===== src/rtl/mem_bus_arbiter_pkg.sv =====
// Shared types and widths for the unified instruction/data memory bus arbiter.
package mem_bus_arbiter_pkg;

    localparam int unsigned RegBus      = 32;
    localparam int unsigned InstAddrBus = 32;
    localparam int unsigned WdogW       = 8;

    typedef enum logic [2:0] {
        ArbIdle  = 3'd0,
        ArbBusyD = 3'd1,
        ArbBusyI = 3'd2,
        ArbDoneD = 3'd3,
        ArbDoneI = 3'd4
    } arb_state_e;

    typedef enum logic {
        GrantIf  = 1'b0,
        GrantMem = 1'b1
    } grant_e;

endpackage


===== src/rtl/mem_bus_arbiter.sv =====
// Serialises IF fetches and MEM loads/stores onto one ack-handshaked bus, with
// round-robin tie-breaking, a per-transaction watchdog and combinational stall requests.
module mem_bus_arbiter
    import mem_bus_arbiter_pkg::*;
#(
    parameter int unsigned TIMEOUT = 255
) (
    input  logic                   clk,
    input  logic                   rst,
    input  logic                   if_ce_i,
    input  logic [InstAddrBus-1:0] if_addr_i,
    output logic [RegBus-1:0]      if_data_o,
    output logic                   if_stallreq_o,
    input  logic                   mem_ce_i,
    input  logic                   mem_we_i,
    input  logic [3:0]             mem_sel_i,
    input  logic [RegBus-1:0]      mem_addr_i,
    input  logic [RegBus-1:0]      mem_data_i,
    output logic [RegBus-1:0]      mem_data_o,
    output logic                   mem_stallreq_o,
    output logic                   bus_req_o,
    output logic                   bus_we_o,
    output logic [3:0]             bus_sel_o,
    output logic [RegBus-1:0]      bus_addr_o,
    output logic [RegBus-1:0]      bus_data_o,
    input  logic [RegBus-1:0]      bus_data_i,
    input  logic                   bus_ack_i,
    output logic                   bus_err_o
);

    localparam logic [WdogW-1:0] WdogLast = WdogW'(TIMEOUT - 1);

    arb_state_e        state_q, state_d;
    grant_e            last_q, last_d;
    logic [WdogW-1:0]  cnt_q, cnt_d;
    logic              err_q, err_d;
    logic              we_q, we_d;
    logic [3:0]        sel_q, sel_d;
    logic [RegBus-1:0] addr_q, addr_d;
    logic [RegBus-1:0] wdata_q, wdata_d;
    logic [RegBus-1:0] if_data_q, if_data_d;
    logic [RegBus-1:0] mem_data_q, mem_data_d;

    always_ff @(posedge clk or negedge rst) begin
        if (!rst) begin
            state_q    <= ArbIdle;
            last_q     <= GrantIf;
            cnt_q      <= '0;
            err_q      <= 1'b0;
            we_q       <= 1'b0;
            sel_q      <= 4'h0;
            addr_q     <= '0;
            wdata_q    <= '0;
            if_data_q  <= '0;
            mem_data_q <= '0;
        end else begin
            state_q    <= state_d;
            last_q     <= last_d;
            cnt_q      <= cnt_d;
            err_q      <= err_d;
            we_q       <= we_d;
            sel_q      <= sel_d;
            addr_q     <= addr_d;
            wdata_q    <= wdata_d;
            if_data_q  <= if_data_d;
            mem_data_q <= mem_data_d;
        end
    end

    always_comb begin
        state_d    = state_q;
        last_d     = last_q;
        cnt_d      = cnt_q;
        err_d      = 1'b0;
        we_d       = we_q;
        sel_d      = sel_q;
        addr_d     = addr_q;
        wdata_d    = wdata_q;
        if_data_d  = if_data_q;
        mem_data_d = mem_data_q;
        case (state_q)
            ArbIdle: begin
                // Data wins a tie unless it was the last port served.
                if (mem_ce_i && (!if_ce_i || last_q == GrantIf)) begin
                    state_d = ArbBusyD;
                    cnt_d   = '0;
                    we_d    = mem_we_i;
                    sel_d   = mem_sel_i;
                    addr_d  = mem_addr_i;
                    wdata_d = mem_data_i;
                end else if (if_ce_i) begin
                    state_d = ArbBusyI;
                    cnt_d   = '0;
                    we_d    = 1'b0;
                    sel_d   = 4'hF;
                    addr_d  = if_addr_i;
                    wdata_d = '0;
                end
            end
            ArbBusyD, ArbBusyI: begin
                if (bus_ack_i) begin
                    if (state_q == ArbBusyD) begin
                        if (!we_q) mem_data_d = bus_data_i;
                        last_d  = GrantMem;
                        state_d = ArbDoneD;
                    end else begin
                        if_data_d = bus_data_i;
                        last_d    = GrantIf;
                        state_d   = ArbDoneI;
                    end
                end else if (cnt_q == WdogLast) begin
                    err_d = 1'b1;
                    if (state_q == ArbBusyD) begin
                        mem_data_d = '0;
                        state_d    = ArbDoneD;
                    end else begin
                        if_data_d = '0;
                        state_d   = ArbDoneI;
                    end
                end else begin
                    cnt_d = cnt_q + 8'd1;
                end
            end
            ArbDoneD, ArbDoneI: state_d = ArbIdle;
            default:            state_d = ArbIdle;
        endcase
    end

    assign bus_req_o  = (state_q == ArbBusyD) || (state_q == ArbBusyI);
    assign bus_we_o   = we_q;
    assign bus_sel_o  = sel_q;
    assign bus_addr_o = addr_q;
    assign bus_data_o = wdata_q;
    assign bus_err_o  = err_q;
    assign if_data_o  = if_data_q;
    assign mem_data_o = mem_data_q;

    assign if_stallreq_o  = rst & if_ce_i & (state_q != ArbDoneI);
    assign mem_stallreq_o = rst & mem_ce_i & (state_q != ArbDoneD);

endmodule


===== config.mk =====
export PLATFORM = sky130hd
export DESIGN_NAME = mem_bus_arbiter
export DESIGN_NICKNAME = d
export VERILOG_FILES = /design/src/rtl/mem_bus_arbiter_pkg.sv /design/src/rtl/mem_bus_arbiter.sv
export SDC_FILE = /design/constraint.sdc
export NUM_CORES = 1
export LEC_CHECK = 0
export BUFFER_PORTS_ARGS = -buffer_cell sky130_fd_sc_hd__clkbuf_2
export CORE_ASPECT_RATIO = 1.4
export CORE_MARGIN = 2
export CORE_UTILIZATION = 46
export CTS_CLUSTER_SIZE = 12
export DETAILED_ROUTE_END_ITERATION = 7
export GPL_TIMING_DRIVEN = 0
export PLACE_DENSITY = 0.76
export SYNTH_ARGS = -nofsm -noshare
export SYNTH_HDL_FRONTEND = slang
export SYNTH_SLANG_ARGS = --single-unit

===== constraint.sdc =====
create_clock -name clk -period 2.2 [get_ports clk]
set_input_delay 0.44 -clock clk [delete_from_list [all_inputs] [get_ports clk]]
set_output_delay 0.44 -clock clk [all_outputs]
set_load 0.01 [all_outputs]

After elaboration in Yosys (flattened, before gate mapping)
Cells that the tools add are included.
- bits in registers: 146
- add/sub/neg operators: 1
- equality and inequality tests: 10
- multiplexer cells: 32
- bitwise logic cells: 6
- reduce and logical (&&, ||, !) cells: 15
- operator list (cell ; count):
    32-bit two-way mux ; 13
    8-bit two-way mux ; 4
    8-bit case mux with 2 select lines ; 1
    3-bit two-way mux ; 5
    3-bit inequality test (second input constant) ; 3
    8-bit by 1-bit adder with 8-bit output (second input constant) ; 1
    8-bit equality test (second input constant) ; 1
    4-bit two-way mux ; 2
    4-bit AND reduction ; 2
    1-bit two-way mux ; 6
    2-bit inequality test (second input constant) ; 3
    3-bit case mux with 2 select lines ; 1
    2-bit AND reduction ; 3
    2-bit nonzero test ; 3
    1-bit AND ; 4
    3-bit by 1-bit equality test with 1-bit output (second input constant) ; 1
    3-bit by 2-bit equality test with 1-bit output (second input constant) ; 1
    3-bit zero test ; 1
    3-bit by 2-bit inequality test with 1-bit output (second input constant) ; 1
    3-bit AND reduction ; 1
    1-bit logical OR ; 2
    1-bit NOT ; 2
    2-bit OR reduction ; 1
    1-bit logical AND ; 1
    1-bit zero test ; 1

Longest topological paths before layout
- word-level depth: 5
- mapped depth: 8

Worst setup path before layout
No wires, ideal clock.
- path type: reg2reg
- from: register state_q[1]
- to: register cnt_q[6]
- setup time: 0.124 ns
- arrival: 1.464 ns
- data required time: 2.076 ns
- path slack: 0.612 ns
- cell stages (with the launch flop): 7
- clock period less this slack: 1.588 ns
- cells stage by stage: dfrtp_1 -> buf_2 -> xnor2_1 -> or2_1 -> buf_2 -> o21a_1 -> a211o_1
- longest elaborated chain between the ends: 4
- elaborated cells on any way between the ends: 10
- those cells by class: eq/ne (5); mux (1); reduce/logical (4)
- RTL lines (element ; line ; RTL):
    from (decl) ; mem_bus_arbiter.sv:33 ; arb_state_e state_q, state_d;
    from (signal assigned) ; mem_bus_arbiter.sv:46 ; state_q <= ArbIdle;
    from (signal assigned) ; mem_bus_arbiter.sv:57 ; state_q <= state_d;
    3-bit by 1-bit equality test with 1-bit output or 3-bit by 2-bit equality test with 1-bit output (tied branches) ; mem_bus_arbiter.sv:81 ; case (state_q)
    2-bit OR reduction ; mem_bus_arbiter.sv:81 ;
    2-bit inequality test (no line) or 2-bit nonzero test (tied branches) ; - ;
    4-bit AND reduction (no line) ; - ;
    to (signal assigned) ; mem_bus_arbiter.sv:59 ; cnt_q <= cnt_d;
    to (decl) ; mem_bus_arbiter.sv:35 ; logic [WdogW-1:0] cnt_q, cnt_d;
Several ways; a longest one is shown, not always the timed one.
A chain may end at the register's enable or synchronous reset.

Worst setup path in the final report
- from: register state_q[1]
- to: output port bus_req_o
- longest elaborated chain between the ends: 2
- elaborated cells on any way between the ends: 3
- those cells by class: eq/ne (2); reduce/logical (1)
- RTL lines (element ; line ; RTL):
    3-bit by 1-bit equality test with 1-bit output or 3-bit by 2-bit equality test with 1-bit output (tied branches) ; mem_bus_arbiter.sv:129 ; assign bus_req_o = (state_q == ArbBusyD) || (state_q == ArbBusyI);
    1-bit logical OR (*) ; mem_bus_arbiter.sv:129 ;
    to (decl) ; mem_bus_arbiter.sv:21 ; output logic bus_req_o,
Every way passes the cells marked *; elsewhere a longest branch is shown, timed or not.

==> summary.md <==
| Metric | Value |
|---|---|
| Switching share of power | 35.6% |
| DR WL/cell | 17.9 um |
| Die Span X | 98.5 um |
| Area after DPL | 7350 um2 |
| Port Buf Inserts | 274 |
| CP max stage cell | dfrtp_1 |
| Vias in the first global route | 4977 |
| Slew Viols, Final | 0 |
| CTS clk-pin slew, worst paths | 0.06 ns |
| CTS tree | done |
| First-pass GRT wire length | 25600 um |
| Htree depth | 4 |
| Final hold vios | 0 |
| Crit path largest cell delay | 0.35 ns |
| Max_slew headroom | 60.8% |
| Max-Cap Viols | 0 |
| Synthesis-stage register bit count | 146 |
| Die ar. | 13400 um2 |
| Crit end category | primary output |
| Synth Area per Inst | 12.7 um2 |
| Initial core utilization | 47.0% |
| Status | completed |
| Fin nets | 890 |
| DR vias | 4958 |
| Yosys cell types | 37 |
| CP startpoint kind | register |
| Period utilisation layout | 94.7% |
| Root Driver | clkbuf_16 |
| Clk sinks | 146 |
| Finished Layout Cells | 915 |
| Clock Power Share | 24.9% |
| Max Buffers Root-to-Sink | 2 |
| Tot Pwr | 12.0 mW |
| Area grow syn2layout | 39.4% |
| Detailed Routing Iterations Pass 1 | 7 |
| Post-Place Setup Slack | 0.0615 ns |
| Worst path bufs/invs | 4 |
| GRT Util Overall | 24.2% |
| Top delay family on crit path | buffers and inverters |
| Crit path time final | 2.08 ns |
| Mapped Nets | 594 |
| Setup TNS | 0 ns |
| Crit Path Class | register to primary output |
| Detailed placement HPWL | 12300 um |
| Share of cells above drive strength 1 | 43.8% |
| IO Pins | 275 |
| Die height | 136 um |
| Worst path required time | 1.76 ns |
| Seq pwr share | 38.0% |
| Pin count of the biggest net entering global routing | 122 |
| Seq/Total Area, Yosys | 63.5% |
| Peak supply drop | 0.802 mV |
| Clock Latency Late Sink | 0.41 ns |
| Cell count after synthesis | 454 |
| Hold Crit Class | input pin to asynchronous set/reset pin |
| Achievable frequency | 480 MHz |
| Mapped Area | 5760 um2 |
| Comb pwr share | 37.2% |
| Gr ovfl total | 0 |
| Final antenna-violating net count | 0 |
| Final clock skew | 0.00844 ns |
| PnR worst setup slack | 0.116 ns |
| Pwr dens | 1500 nW/um2 |
| Residual DRC | 0 |
| TritonCTS buffer count | 17 |
| Initial antenna violation count | 3 |
| Placed Cells | 879 |
| Static leakage | 4.33 nW |
| Initial DRC count | 215 |
| CP Cell Sequence | buf_2 -> xnor2_1 -> or2_1 -> buf_6 -> inv_6 -> clkbuf_2 |
| Worst slew pin tran | 0.589 ns |
| Crit path DAT | 1.64 ns |
| Endpoints failing setup | 0 |
| Postcts setup bufs | 0 |
| Vias per inst | 5.42 |
| Core area | 12300 um2 |
| Fin area | 8030 um2 |
| Sw Pwr | 4.28 mW |
| Ys Warns | 0 |
| Drt total wl | 16400 um |
| Worst Path Max Fanout | 10 |
| Internal | 7.74 mW |
| Routability cong. | 0.836 |
| Row cnt | 48 |
## power by group through the flow
stage / Combinational, mW / Sequential [mW] / Clock [mW]
after detailed placement: 4.47 / 4.56 / 0
final: 4.47 / 4.56 / 2.99
after floorplan: 2.05 / 4.98 / 0
after CTS: 4.48 / 4.55 / 3.04
after global routing: 4.90 / 4.70 / 3.15
after global placement: 4.32 / 4.53 / 0
## placed cells by master, fill, tap and decap left out, types with 2 or more instances in the layout
cell,instances
clkbuf_16,17
a21oi_1,5
o311a_1,2
dfrtp_1,146
o211ai_1,4
inv_1,8
clkbuf_8,4
clkbuf_2,274
clkbuf_1,15
nor2_1,4
nor3_2,2
nand4_1,2
buf_2,19
nand3_1,3
mux2i_1,32
o22a_1,5
o21ai_1,26
and3_1,3
and2_1,3
bufinv_16,3
a22o_1,97
inv_6,3
diode_2,2
nor3_1,4
o21a_1,3
ha_1,2
a211o_1,2
clkinvlp_4,4
nand2_1,37
o21ai_0,14
## per-layer routing
layer	vias up	global-route usage, %	part of all wire (%)
met1	2422	28.7	39
met5	-	0	0
met4	0	9.67	2.5
met3	28	7.35	8.3
li1	2282	-	-
met2	226	41.0	50
## final timing paths
check | startpoint | depth (start not counted) | slack (ns) | to
worst max-delay path | state_q[1] | 6 | 0.12 | bus_req_o
worst min-delay path | rst | 2 | 0.09 | mem_data_o[9]
worst max register to register | cnt_q[0] | 7 | 0.14 | mem_data_o[24]
worst min register to register | bus_addr_o[23] | 2 | 0.49 | bus_addr_o[23]
max in group asynchronous | rst | 3 | 1.45 | bus_addr_o[30]
min in group clk | mem_sel_i[1] | 2 | 0.25 | bus_sel_o[1]
## state kept, by name, indices dropped and copies added (netlist names)
register    flops
bus_we_o        1
bus_err_o       1
bus_data_o     32
mem_data_o     32
bus_sel_o       4
last_q          1
cnt_q           8
bus_addr_o     32
if_data_o      32
state_q         3
## worst reg2reg max path: stages (launching register included)
cell     delay (ns)
dfrtp_1        0.41
inv_1          0.08
ha_1           0.20
nand3_1        0.15
nor3_2         0.07
o21ai_1        0.42
buf_1          0.45
a22o_1         0.21
## repair_timing
item / in CTS / in global routing
hold buffers: 2 / 0
resized for setup: 1 / 8
endpoints found under the hold margin: 27 / 0
gates cloned: 0 / 0
setup endpoints to repair: 1 / 21
## synth_stat cells, drive strengths merged
| cell type | number | area [um2] |
|---|---|---|
| dfrtp | 146 | 3650 |
| a22o | 97 | 850 |
| o21ai | 40 | 200 |
| nand2 | 37 | 139 |
| mux2i | 32 | 320 |
| buf | 20 | 100 |
| clkbuf | 16 | 60.1 |
| inv | 9 | 33.8 |
| a21oi | 6 | 33.8 |
| nor3 | 6 | 35.0 |
| nor2 | 5 | 21.3 |
| o22a | 5 | 43.8 |
| o211ai | 4 | 30.0 |
| and2 | 3 | 18.8 |
| and3 | 3 | 18.8 |
| nand3 | 3 | 15.0 |
| o21a | 3 | 22.5 |
| a211o | 2 | 17.5 |
| ha | 2 | 25.0 |
| nand4 | 2 | 12.5 |
| o311a | 2 | 20.0 |
| or2 | 2 | 12.5 |
| a2111o | 1 | 11.3 |
| a2111oi | 1 | 8.76 |
| a21o | 1 | 7.51 |
| a31oi | 1 | 6.26 |
| and4b | 1 | 10.0 |
| nand4b | 1 | 8.76 |
| nor2b | 1 | 6.26 |
| or3 | 1 | 6.26 |
| xnor2 | 1 | 8.76 |
## stage by stage
| stage | hold WS [ns] | util, % |
|---|---|---|
| floorplan | 0.144 | - |
| global placement | 0.468 | 59.7 |
| detailed placement | 0.342 | 60.0 |
| CTS | 0.133 | 65.3 |
| global route | 0.154 | 65.5 |
| finish | 0.0929 | 65.5 |
## logic make-up (layout without fill, tap and decap cells)
| logic type | after synthesis | in the layout | synth area share [%] |
|---|---|---|---|
| xor gates and xnor gates | 1 | 1 | 0.152 |
| buffers and inverters | 45 | 354 | 3.37 |
| adders and majority gates | 2 | 2 | 0.435 |
| muxes | 32 | 32 | 5.56 |
| and+or+nand+nor | 65 | 65 | 5.28 |
| other | 0 | 2 | 0 |
| DFF | 146 | 146 | 63.5 |
| AOI/OAI and AO/OA | 163 | 163 | 21.7 |
## layout make-up
cell class,count,area [um2]
diodes,2,5.00
plain buffers,36,168
clock buffers,21,470
clock inverters,11,151
fillers,958,4230
inverters,9,38.8
multi-input cells,263,1910
flip-flops and latches,146,3650
well taps,150,188
repair buffers,277,1440
Note: power is estimated with default switching activity, not from simulation.
